==> config.mk <==
export PLATFORM = sky130hd
export DESIGN_NAME = pipelined_alu
export DESIGN_NICKNAME = d
export VERILOG_FILES = /design/src/rtl/pipelined_alu.sv
export SDC_FILE = /design/constraint.sdc
export NUM_CORES = 1
export LEC_CHECK = 0
export BUFFER_PORTS_ARGS = -buffer_cell sky130_fd_sc_hd__clkbuf_2
export CAP_MARGIN = 0
export CORE_UTILIZATION = 59
export CTS_BUF_LIST = sky130_fd_sc_hd__clkbuf_4 sky130_fd_sc_hd__clkbuf_8
export CTS_CLUSTER_SIZE = 20
export DETAILED_ROUTE_END_ITERATION = 6
export GPL_TIMING_DRIVEN = 0
export PLACE_DENSITY = 0.93
export SETUP_SLACK_MARGIN = 0.4
export SLEW_MARGIN = 20
export SYNTH_ARGS = -nofsm -noshare
export SYNTH_HDL_FRONTEND = slang
export SYNTH_SLANG_ARGS = --single-unit
==> constraint.sdc <==
create_clock -name clk -period 2.8 [get_ports clk]
set_input_delay 0.14 -clock clk [delete_from_list [all_inputs] [get_ports clk]]
set_output_delay 0.14 -clock clk [all_outputs]
set_load 0.02 [all_outputs]
==> src/rtl/pipelined_alu.sv <==
// Two-stage pipelined ALU with a valid/ready handshake on both sides.
// Stage 1 captures the operand beat; stage 2 computes and holds the result.
// An internal accumulator serves the ACC/ACLR operations and is updated
// exactly once per beat, when that beat moves from stage 1 into stage 2.
module pipelined_alu #(
  parameter int unsigned            WIDTH    = 3,
  parameter logic [WIDTH-1:0]       ACC_INIT = '0
) (
  input  logic             clk,
  input  logic             rst_n,
  input  logic             in_valid,
  output logic             in_ready,
  input  logic [WIDTH-1:0] a,
  input  logic [WIDTH-1:0] b,
  input  logic             cin,
  input  logic [2:0]       op,
  output logic             out_valid,
  input  logic             out_ready,
  output logic [WIDTH-1:0] result,
  output logic             cout,
  output logic             zero
);

  typedef enum logic [2:0] {
    OP_ADD  = 3'd0,
    OP_SUB  = 3'd1,
    OP_AND  = 3'd2,
    OP_OR   = 3'd3,
    OP_XOR  = 3'd4,
    OP_PASS = 3'd5,
    OP_ACC  = 3'd6,
    OP_ACLR = 3'd7
  } alu_op_e;

  // Stage 1 registers
  logic             s1_valid_q, s1_valid_d;
  logic [WIDTH-1:0] a_q, a_d;
  logic [WIDTH-1:0] b_q, b_d;
  logic             cin_q, cin_d;
  logic [2:0]       op_q, op_d;

  // Stage 2 registers
  logic             out_valid_q, out_valid_d;
  logic [WIDTH-1:0] result_q, result_d;
  logic             cout_q, cout_d;
  logic             zero_q, zero_d;

  // Accumulator
  logic [WIDTH-1:0] acc_q, acc_d;

  // Handshake enables and datapath intermediates
  logic             s2_en_s;
  logic             s1_en_s;
  logic             s1_move_s;
  logic [WIDTH:0]   sum_s;

  // Stage enables: a stage may load when empty or when its content is leaving.
  always_comb begin
    s2_en_s   = !out_valid_q || out_ready;
    s1_en_s   = !s1_valid_q || s2_en_s;
    s1_move_s = s1_valid_q && s2_en_s;
  end

  assign in_ready  = s1_en_s;
  assign out_valid = out_valid_q;
  assign result    = result_q;
  assign cout      = cout_q;
  assign zero      = zero_q;

  // Operation datapath, evaluated on the stage-1 contents in WIDTH+1 bits.
  always_comb begin
    sum_s = '0;
    case (alu_op_e'(op_q))
      OP_ADD:  sum_s = {1'b0, a_q} + {1'b0, b_q} + {{WIDTH{1'b0}}, cin_q};
      OP_SUB:  sum_s = {1'b0, a_q} + {1'b0, ~b_q} + {{WIDTH{1'b0}}, cin_q};
      OP_AND:  sum_s = {1'b0, a_q & b_q};
      OP_OR:   sum_s = {1'b0, a_q | b_q};
      OP_XOR:  sum_s = {1'b0, a_q ^ b_q};
      OP_PASS: sum_s = {1'b0, a_q};
      OP_ACC:  sum_s = {1'b0, acc_q} + {1'b0, a_q} + {{WIDTH{1'b0}}, cin_q};
      OP_ACLR: sum_s = {1'b0, acc_q};
      default: sum_s = '0;
    endcase
  end

  // Stage 1 next state: capture a beat only when it is actually accepted.
  always_comb begin
    s1_valid_d = s1_valid_q;
    a_d        = a_q;
    b_d        = b_q;
    cin_d      = cin_q;
    op_d       = op_q;
    if (s1_en_s) begin
      s1_valid_d = in_valid;
      if (in_valid) begin
        a_d   = a;
        b_d   = b;
        cin_d = cin;
        op_d  = op;
      end else begin
        a_d   = a_q;
        b_d   = b_q;
        cin_d = cin_q;
        op_d  = op_q;
      end
    end else begin
      s1_valid_d = s1_valid_q;
    end
  end

  // Stage 2 next state: load the computed result or hold it while stalled.
  always_comb begin
    out_valid_d = out_valid_q;
    result_d    = result_q;
    cout_d      = cout_q;
    zero_d      = zero_q;
    if (s2_en_s) begin
      out_valid_d = s1_valid_q;
      if (s1_valid_q) begin
        result_d = sum_s[WIDTH-1:0];
        cout_d   = sum_s[WIDTH];
        zero_d   = (sum_s[WIDTH-1:0] == {WIDTH{1'b0}});
      end else begin
        result_d = result_q;
        cout_d   = cout_q;
        zero_d   = zero_q;
      end
    end else begin
      out_valid_d = out_valid_q;
    end
  end

  // Accumulator next state: changes only as an ACC/ACLR beat leaves stage 1,
  // so a stalled beat cannot update it twice and back-to-back beats chain.
  always_comb begin
    acc_d = acc_q;
    if (s1_move_s) begin
      case (alu_op_e'(op_q))
        OP_ACC:  acc_d = sum_s[WIDTH-1:0];
        OP_ACLR: acc_d = ACC_INIT;
        default: acc_d = acc_q;
      endcase
    end else begin
      acc_d = acc_q;
    end
  end

  // Pipeline and accumulator registers with asynchronous reset.
  always_ff @(posedge clk or negedge rst_n) begin
    if (!rst_n) begin
      s1_valid_q  <= 1'b0;
      a_q         <= '0;
      b_q         <= '0;
      cin_q       <= 1'b0;
      op_q        <= 3'd0;
      out_valid_q <= 1'b0;
      result_q    <= '0;
      cout_q      <= 1'b0;
      zero_q      <= 1'b0;
      acc_q       <= ACC_INIT;
    end else begin
      s1_valid_q  <= s1_valid_d;
      a_q         <= a_d;
      b_q         <= b_d;
      cin_q       <= cin_d;
      op_q        <= op_d;
      out_valid_q <= out_valid_d;
      result_q    <= result_d;
      cout_q      <= cout_d;
      zero_q      <= zero_d;
      acc_q       <= acc_d;
    end
  end

endmodule
==> results.tsv, run 1 <==
stage	metric	value	unit
outcome	status	finished clean	
die	height of the die	51.0	µm
timing	final-report hold violation count	0	
die	die area	2600	µm²
timing	post-route minimum period	2.34	ns
power	Lkg Pwr	0.791	nW
worst_setup_path	flop-to-flop setup slack	0.46	ns
clock_network	Longest Clk Path Bufs	2	
clock_network	Worst-path clk slew	0.12	ns
logic_synthesis	Synth Area in Compound Gates	13.9	%
logic_synthesis	mux cell area share after synthesis	11.7	%
timing	Peak Freq	0.427	GHz
routing	WL final	3590	µm
placed_design	number of port buffers	20	
logic_synthesis	Post-Synthesis Cell Area	1420	µm²
logic_synthesis	Adder-Cell Fraction of Synth Area	17.3	%
power	maximum vdd ir drop	0.000697	V
worst_setup_path	Setup CP Type	flip-flop to flip-flop	
timing	relative slew slack	66.3	%
routing	Vias/cell	6.31	
global_route	largest net degree at the start of global routing	21	
clock_network	CTS Sinks	20	
logic_synthesis	#FFs+latches synth	20	
logic_synthesis	Netlist cell types	38	
logic_synthesis	top cell type's share of synthesized area	35.3	%
worst_setup_path	crit-path leading delay family	adder cells	
routing	TritonRoute pass-1 iters	6	
logic_synthesis	synth warn	0	
worst_setup_path	CP cell instances	inv_2 -> fa_2 -> fa_1 -> xnor2_1 -> o31ai_1 -> nand2_1 -> a22oi_1 -> mux2_2	
timing	setup TNS	0	ns
global_route	vias in the first global route	1173	
routing	routed len/inst	19.1	µm
global_route	initial antenna violation count	0	
routing	vias	1187	
worst_setup_path	worst path bufs/invs	1	
logic_synthesis	Synth Instances	132	
logic_synthesis	Post-synth EDFFs	0	
run	Max Cap Viol	0	
placed_design	DP HPWL	2220	µm
routing	DR DRC count	0	
logic_synthesis	Main synth FF type	dfrtp_1	
clock_network	Root Buffer	clkbuf_4	
logic_synthesis	Mean Syn Cell Area	10.7	µm²
die	die width	51.0	µm
die	core region area	2230	µm²
logic_synthesis	Synth top cells by count	dfrtp_1, inv_1, mux2_2, ha_1	
timing	Slew Limit Fails	0	
placed_design	GPL Wtd Cong	0.994	
die	number of cell rows	17	
timing	Final setup viols	0	
worst_setup_path	Worst Setup End Kind	flip-flop	
routing	Iter 0 DRT Violations	84	
logic_synthesis	Syn Nets	162	
global_route	first-pass GRT wire length	5710	µm
worst_setup_path	required time of the worst setup path	3.07	ns
logic_synthesis	simple-gate share of the synthesized area	13.2	%
logic_synthesis	cell taking the most area after synthesis	dfrtp_1	
timing	RSZ-0062 raised after global routing	true	
cells_and_area	nets	191	
worst_setup_path	CP arrival	2.61	ns
power	P per Cell Area	774	nW/µm²
worst_setup_path	Slowest-stage cell, CP	fa_2	
die	I/O pin count	21	
hold_path	Min-Delay Path Class	input port to flip-flop	
timing	period utilization	83.6	%
logic_synthesis	most frequent cell after synthesis	dfrtp_1	
routing	final antenna-violating net count	0	
logic_synthesis	FFs w/ async S/R, synth	100	%
timing	worst-margin pin slew	0.506	ns
global_route	gr usage total	31.3	%
clock_network	TritonCTS Buffers	3	
clock_network	Clock H-tree levels	1	
logic_synthesis	Area contributors post-synth	dfrtp_1, mux2_2, ha_1	
timing	WHS	0.0230	ns
cells_and_area	layout cells sized above 1	31.3	%
cells_and_area	Area growth syn-to-layout	16.0	%
logic_synthesis	register area share after synthesis	35.3	%
worst_setup_path	Worst path max stage delay	0.42	ns
global_route	grt total ovfl	0	
worst_setup_path	crit start category	flip-flop	
logic_synthesis	xor/xnor share of the synthesized area	1.85	%
clock_network	CTS tree	built	
die	Initial Util	63.5	%
clock_network	worst skew pair latency	0.32	ns
timing	Final Skew	0.00323	ns
worst_setup_path	worst-path fanout max	3	
logic_synthesis	main combinational cell family by area after synthesis	adder cells	
cells_and_area	Ant. Diodes	0	
flip-flops by register name, summed over array words and instances, names as in the netlist, 3 cells and up:
signal  flops
acc_q       3
op_q        3
result      3
a_q         3
b_q         3
path summary, 6_finish.rpt:
kind | start | endpoint | cells after the start
worst max-delay path | cin_q$_DFFE_PN0P_ | result[2]$_DFFE_PN0P_ | 8
worst min-delay path | in_valid | s1_valid_q$_DFFE_PN0N_ | 2
worst max register to register | cin_q$_DFFE_PN0P_ | result[2]$_DFFE_PN0P_ | 8
worst min register to register | cout$_DFFE_PN0P_ | cout$_DFFE_PN0P_ | 2
max in group asynchronous | rst_n | a_q[0]$_DFFE_PN0P_ | 2
min in group asynchronous | rst_n | out_valid$_DFFE_PN0P_ | 2
what timing repair did:
item,CTS,global route
endpoints found under the hold margin,20,0
setup endpoints to repair,5,3
hold buffers,1,0
setup buffers,1,2
pin swaps,0,1
gates cloned,0,0
gates resized for setup,2,2
power breakdown:
part / total (W) / switching (W) / internal, W
logic: 0.000593 / 0.000322 / 0.000270
registers: 0.000433 / 0.0000735 / 0.000360
clock network: 0.000246 / 0.000101 / 0.000145
per-layer routing:
layer	up-vias	part of all wire, %	global-route usage (%)
met4	0	5.7	19.4
met5	-	0	0
li1	520	-	-
met2	72	51	52.2
met1	573	38	36.6
met3	22	6.2	6.55
stage by stage:
stage | cell area [µm²] | setup WS, ns | utilization (%) | power [W] | std cells
detailed placement | 1550 | 0.288 | 69.5 | 0.000962 | 180
global route | 1640 | 0.381 | 73.6 | 0.00133 | 188
floorplan | 1420 | 0.474 | - | 0.000820 | 132
CTS | 1630 | 0.446 | 72.8 | 0.00122 | 186
global placement | 1550 | 0.312 | 69.5 | 0.000932 | 180
finish | 1640 | 0.460 | 73.6 | 0.00127 | 188
cell usage in the layout, fill, tap and decap left out, types with 3 or more instances in the layout:
cell type	instances
nor2_1	8
dfrtp_1	19
or2b_1	3
clkbuf_2	20
ha_1	10
nand2b_1	5
buf_4	3
inv_1	12
a22o_1	4
clkbuf_4	3
a21oi_1	4
mux2i_1	3
mux2_2	12
o31ai_1	3
fa_1	4
nand2_1	8
final cells by class:
class	instances	area [µm²]
plain buffers	4	47.5
inverters	13	48.8
clock inverters	1	30.0
fillers	149	589
multi-input cells	95	826
flip-flops and latches	20	502
well taps	28	35.0
clock buffers	3	22.5
repair buffers	24	133
cells by family (layout without fill, tap and decap cells):
kind of cell / Yosys count / after routing
AOI/OAI and AO/OA: 25 / 25
xor gates and xnor gates: 3 / 3
DFF: 20 / 20
buffers and inverters: 17 / 45
adders and majority gates: 16 / 16
muxes: 15 / 15
and+or+nand+nor: 36 / 36
(Power assumes the default switching activity.)
==> run 2: changes to the inputs <==
ABC_AREA = 1   (was unset)
clock period = 2.4 ns   (was 2.8 ns; I/O delays follow)
==> results.tsv, run 2 <==
stage	metric	value	unit
timing	final-report hold violation count	0	
power	Lkg Pwr	0.910	nW
timing	Final setup viols	0	
die	die width	51.2	µm
timing	relative slew slack	67.3	%
die	core region area	2250	µm²
logic_synthesis	Main synth FF type	dfrtp_1	
clock_network	CTS Sinks	20	
placed_design	GPL Wtd Cong	0.898	
timing	Slew Limit Fails	0	
die	number of cell rows	17	
worst_setup_path	crit start category	flip-flop	
global_route	gr usage total	26.3	%
worst_setup_path	CP cell instances	buf_6 -> fa_2 -> inv_2 -> fa_1 -> inv_1 -> nand2_1 -> nand2_1 -> nor2_1 -> nand3_1 -> nor2_1 -> nand2_1 -> nand2_1	
logic_synthesis	Synth Instances	188	
cells_and_area	nets	246	
cells_and_area	Core Util, Final	72.6	%
timing	Final Skew	0.00157	ns
routing	TritonRoute pass-1 iters	4	
global_route	first-pass GRT wire length	4920	µm
worst_setup_path	Worst path max stage delay	0.43	ns
clock_network	Longest Clk Path Bufs	2	
global_route	met2 usage	45.2	%
logic_synthesis	Synth top cells by count	nand2_1, nor2_1, inv_1, dfrtp_1, a21oi_1	
placed_design	DP HPWL	2250	µm
worst_setup_path	worst-path fanout max	2	
timing	setup TNS	0	ns
logic_synthesis	synth warn	0	
global_route	largest net degree at the start of global routing	21	
logic_synthesis	Post-Synthesis Cell Area	1430	µm²
clock_network	Clock H-tree levels	1	
timing	Peak Freq	0.494	GHz
cells_and_area	fin area	1640	µm²
worst_setup_path	Worst Setup End Kind	flip-flop	
logic_synthesis	FFs w/ async S/R, synth	100	%
die	die area	2620	µm²
routing	Vias/cell	5.27	
hold_path	hold-critical path depth	3	
global_route	initial antenna violation count	0	
timing	period utilization	84.4	%
logic_synthesis	Area contributors post-synth	dfrtp_1, nand2_1, ha_1	
power	maximum vdd ir drop	0.000503	V
global_route	grt total ovfl	0	
worst_setup_path	FF-to-FF Start	cin_q$_DFFE_PN0P_	
routing	final antenna-violating net count	0	
worst_setup_path	CP dominant cell by count	nand2_1	
outcome	status	finished clean	
cells_and_area	most common cell after layout, fill and taps aside	nand2_1	
clock_network	TritonCTS Buffers	3	
worst_setup_path	Setup CP Type	flip-flop to flip-flop	
cells_and_area	Ant. Diodes	0	
worst_setup_path	required time of the worst setup path	2.61	ns
clock_network	worst skew pair latency	0.30	ns
hold_path	WHS Endpoint	a_q[2]$_DFFE_PN0P_	
placed_design	number of port buffers	20	
worst_setup_path	reg2reg path depth	12	
global_route	vias in the first global route	1150	
logic_synthesis	Syn Nets	218	
worst_setup_path	worst path bufs/invs	3	
die	Initial Util	63.3	%
logic_synthesis	Netlist cell types	23	
cells_and_area	fillers	189	
global_route	GRT met1 Usage	31.5	%
routing	vias	1281	
run	Max Cap Viol	0	
timing	RSZ-0062 raised after global routing	true	
clock_network	Worst-path clk slew	0.11	ns
routing	Iter 0 DRT Violations	45	
cells_and_area	Finished Layout Cells	243	
timing	worst-margin pin slew	0.491	ns
worst_setup_path	CP arrival	2.23	ns
hold_path	Hold Startpoint	a[2]	
placed_design	dpl cells	236	
worst_setup_path	Slowest-stage cell, CP	dfrtp_1	
placed_design	placed cell areas	1560	µm²
power	P per Cell Area	806	nW/µm²
cells_and_area	Area growth syn-to-layout	14.7	%
worst_setup_path	crit-path leading delay family	adder cells	
clock_network	Root Buffer	clkbuf_4	
routing	routed len/inst	12.6	µm
routing	DR DRC count	0	
die	I/O pin count	21	
worst_setup_path	flop-to-flop setup slack	0.37	ns
logic_synthesis	Post-synth EDFFs	0	
logic_synthesis	cell taking the most area after synthesis	dfrtp_1	
logic_synthesis	top cell type's share of synthesized area	35.1	%
power	Pwr Total	0.00132	W
logic_synthesis	#FFs+latches synth	20	
routing	WL final	3060	µm
hold_path	Min-Delay Path Class	input port to flip-flop	
logic_synthesis	register area share after synthesis	35.1	%
logic_synthesis	most frequent cell after synthesis	nand2_1	
logic_synthesis	Mean Syn Cell Area	7.59	µm²
global_route	GR Layer Usage met3	3.27	%
cells_and_area	most frequent cells in the layout	nand2_1, nor2_1, inv_1, dfrtp_1, clkbuf_2	
global_route	global routing's busiest layer	met2	
clock_network	CTS tree	built	
cells_and_area	layout cells sized above 1	20.9	%
worst_setup_path	worst r2r dst	zero$_DFFE_PN0P_	
timing	post-route minimum period	2.03	ns
die	height of the die	51.2	µm
## run 2: cell families after synthesis
family                   synth area share, %
AO/OA/AOI/OAI                           7.54
XOR/XNOR                               0.614
adder cells (fa/ha/maj)                 17.2
buffers and inverters                   10.1
flip-flops                              35.1
AND/OR/NAND/NOR                         29.5
## run 2: worst max path at each step
stage	start	end	slack (ns)	cells past startpoint
2_1_floorplan	a_q[0]$_DFFE_PN0P_	zero$_DFFE_PN0P_	0.42	12
3_3_place_gp	a_q[0]$_DFFE_PN0P_	zero$_DFFE_PN0P_	0.22	12
3_5_place_dp	a_q[0]$_DFFE_PN0P_	zero$_DFFE_PN0P_	0.17	12
4_1_cts	cin_q$_DFFE_PN0P_	zero$_DFFE_PN0P_	0.40	12
5_1_grt	cin_q$_DFFE_PN0P_	zero$_DFFE_PN0P_	0.28	12
6_report	cin_q$_DFFE_PN0P_	zero$_DFFE_PN0P_	0.37	12
## run 2: report_power, final
group          total [W]  leakage, nW  switching [W]  internal (W)
Combinational   0.000633        0.652       0.000397      0.000235
Clock           0.000199       0.0210       0.000106     0.0000927
Sequential      0.000488        0.237      0.0000670      0.000421
Total            0.00132        0.910       0.000571      0.000749
## run 2: worst min-delay path, cell delays in order
cell and delay (ns):
clkbuf_2 0.08, nor2_1 0.09, a21oi_1 0.04
## run 2: timing repair
item                       4_1_cts  5_1_grt
hold endpoints to repair        20        0
buffers inserted                 2        0
pin swaps                        6        2
gates resized for setup          7        0
hold buffers                     1        0
setup endpoints to repair        5        4
## run 2: metrics by stage
| stage | hold WS (ns) | setup slack [ns] |
|---|---|---|
| final | 0.0457 | 0.374 |
| after global routing | 0.0383 | 0.277 |
| after CTS | 0.0415 | 0.399 |
| after detailed placement | 0.108 | 0.166 |
| after global placement | 0.102 | 0.225 |
| after floorplan | -0.176 | 0.421 |
## run 2: final cells by class
class / count / area, µm² / share of cell area [%]
Multi-Input combinational cell: 136 / 792 / 48.4
Sequential cell: 20 / 500 / 30.6
Timing Repair Buffer: 23 / 129 / 7.87
Inverter: 25 / 96.3 / 5.89
Buffer: 7 / 47.5 / 2.91
Clock buffer: 4 / 36.3 / 2.22
Tap cell: 28 / 35.0 / 2.14
## run 2: routing by layer
| layer | wire, µm | up-vias |
|---|---|---|
| met2 | 1530 | 47 |
| met4 | 101 | 0 |
| li1 | - | 640 |
| met5 | 0 | - |
| met1 | 1270 | 582 |
| met3 | 151 | 12 |
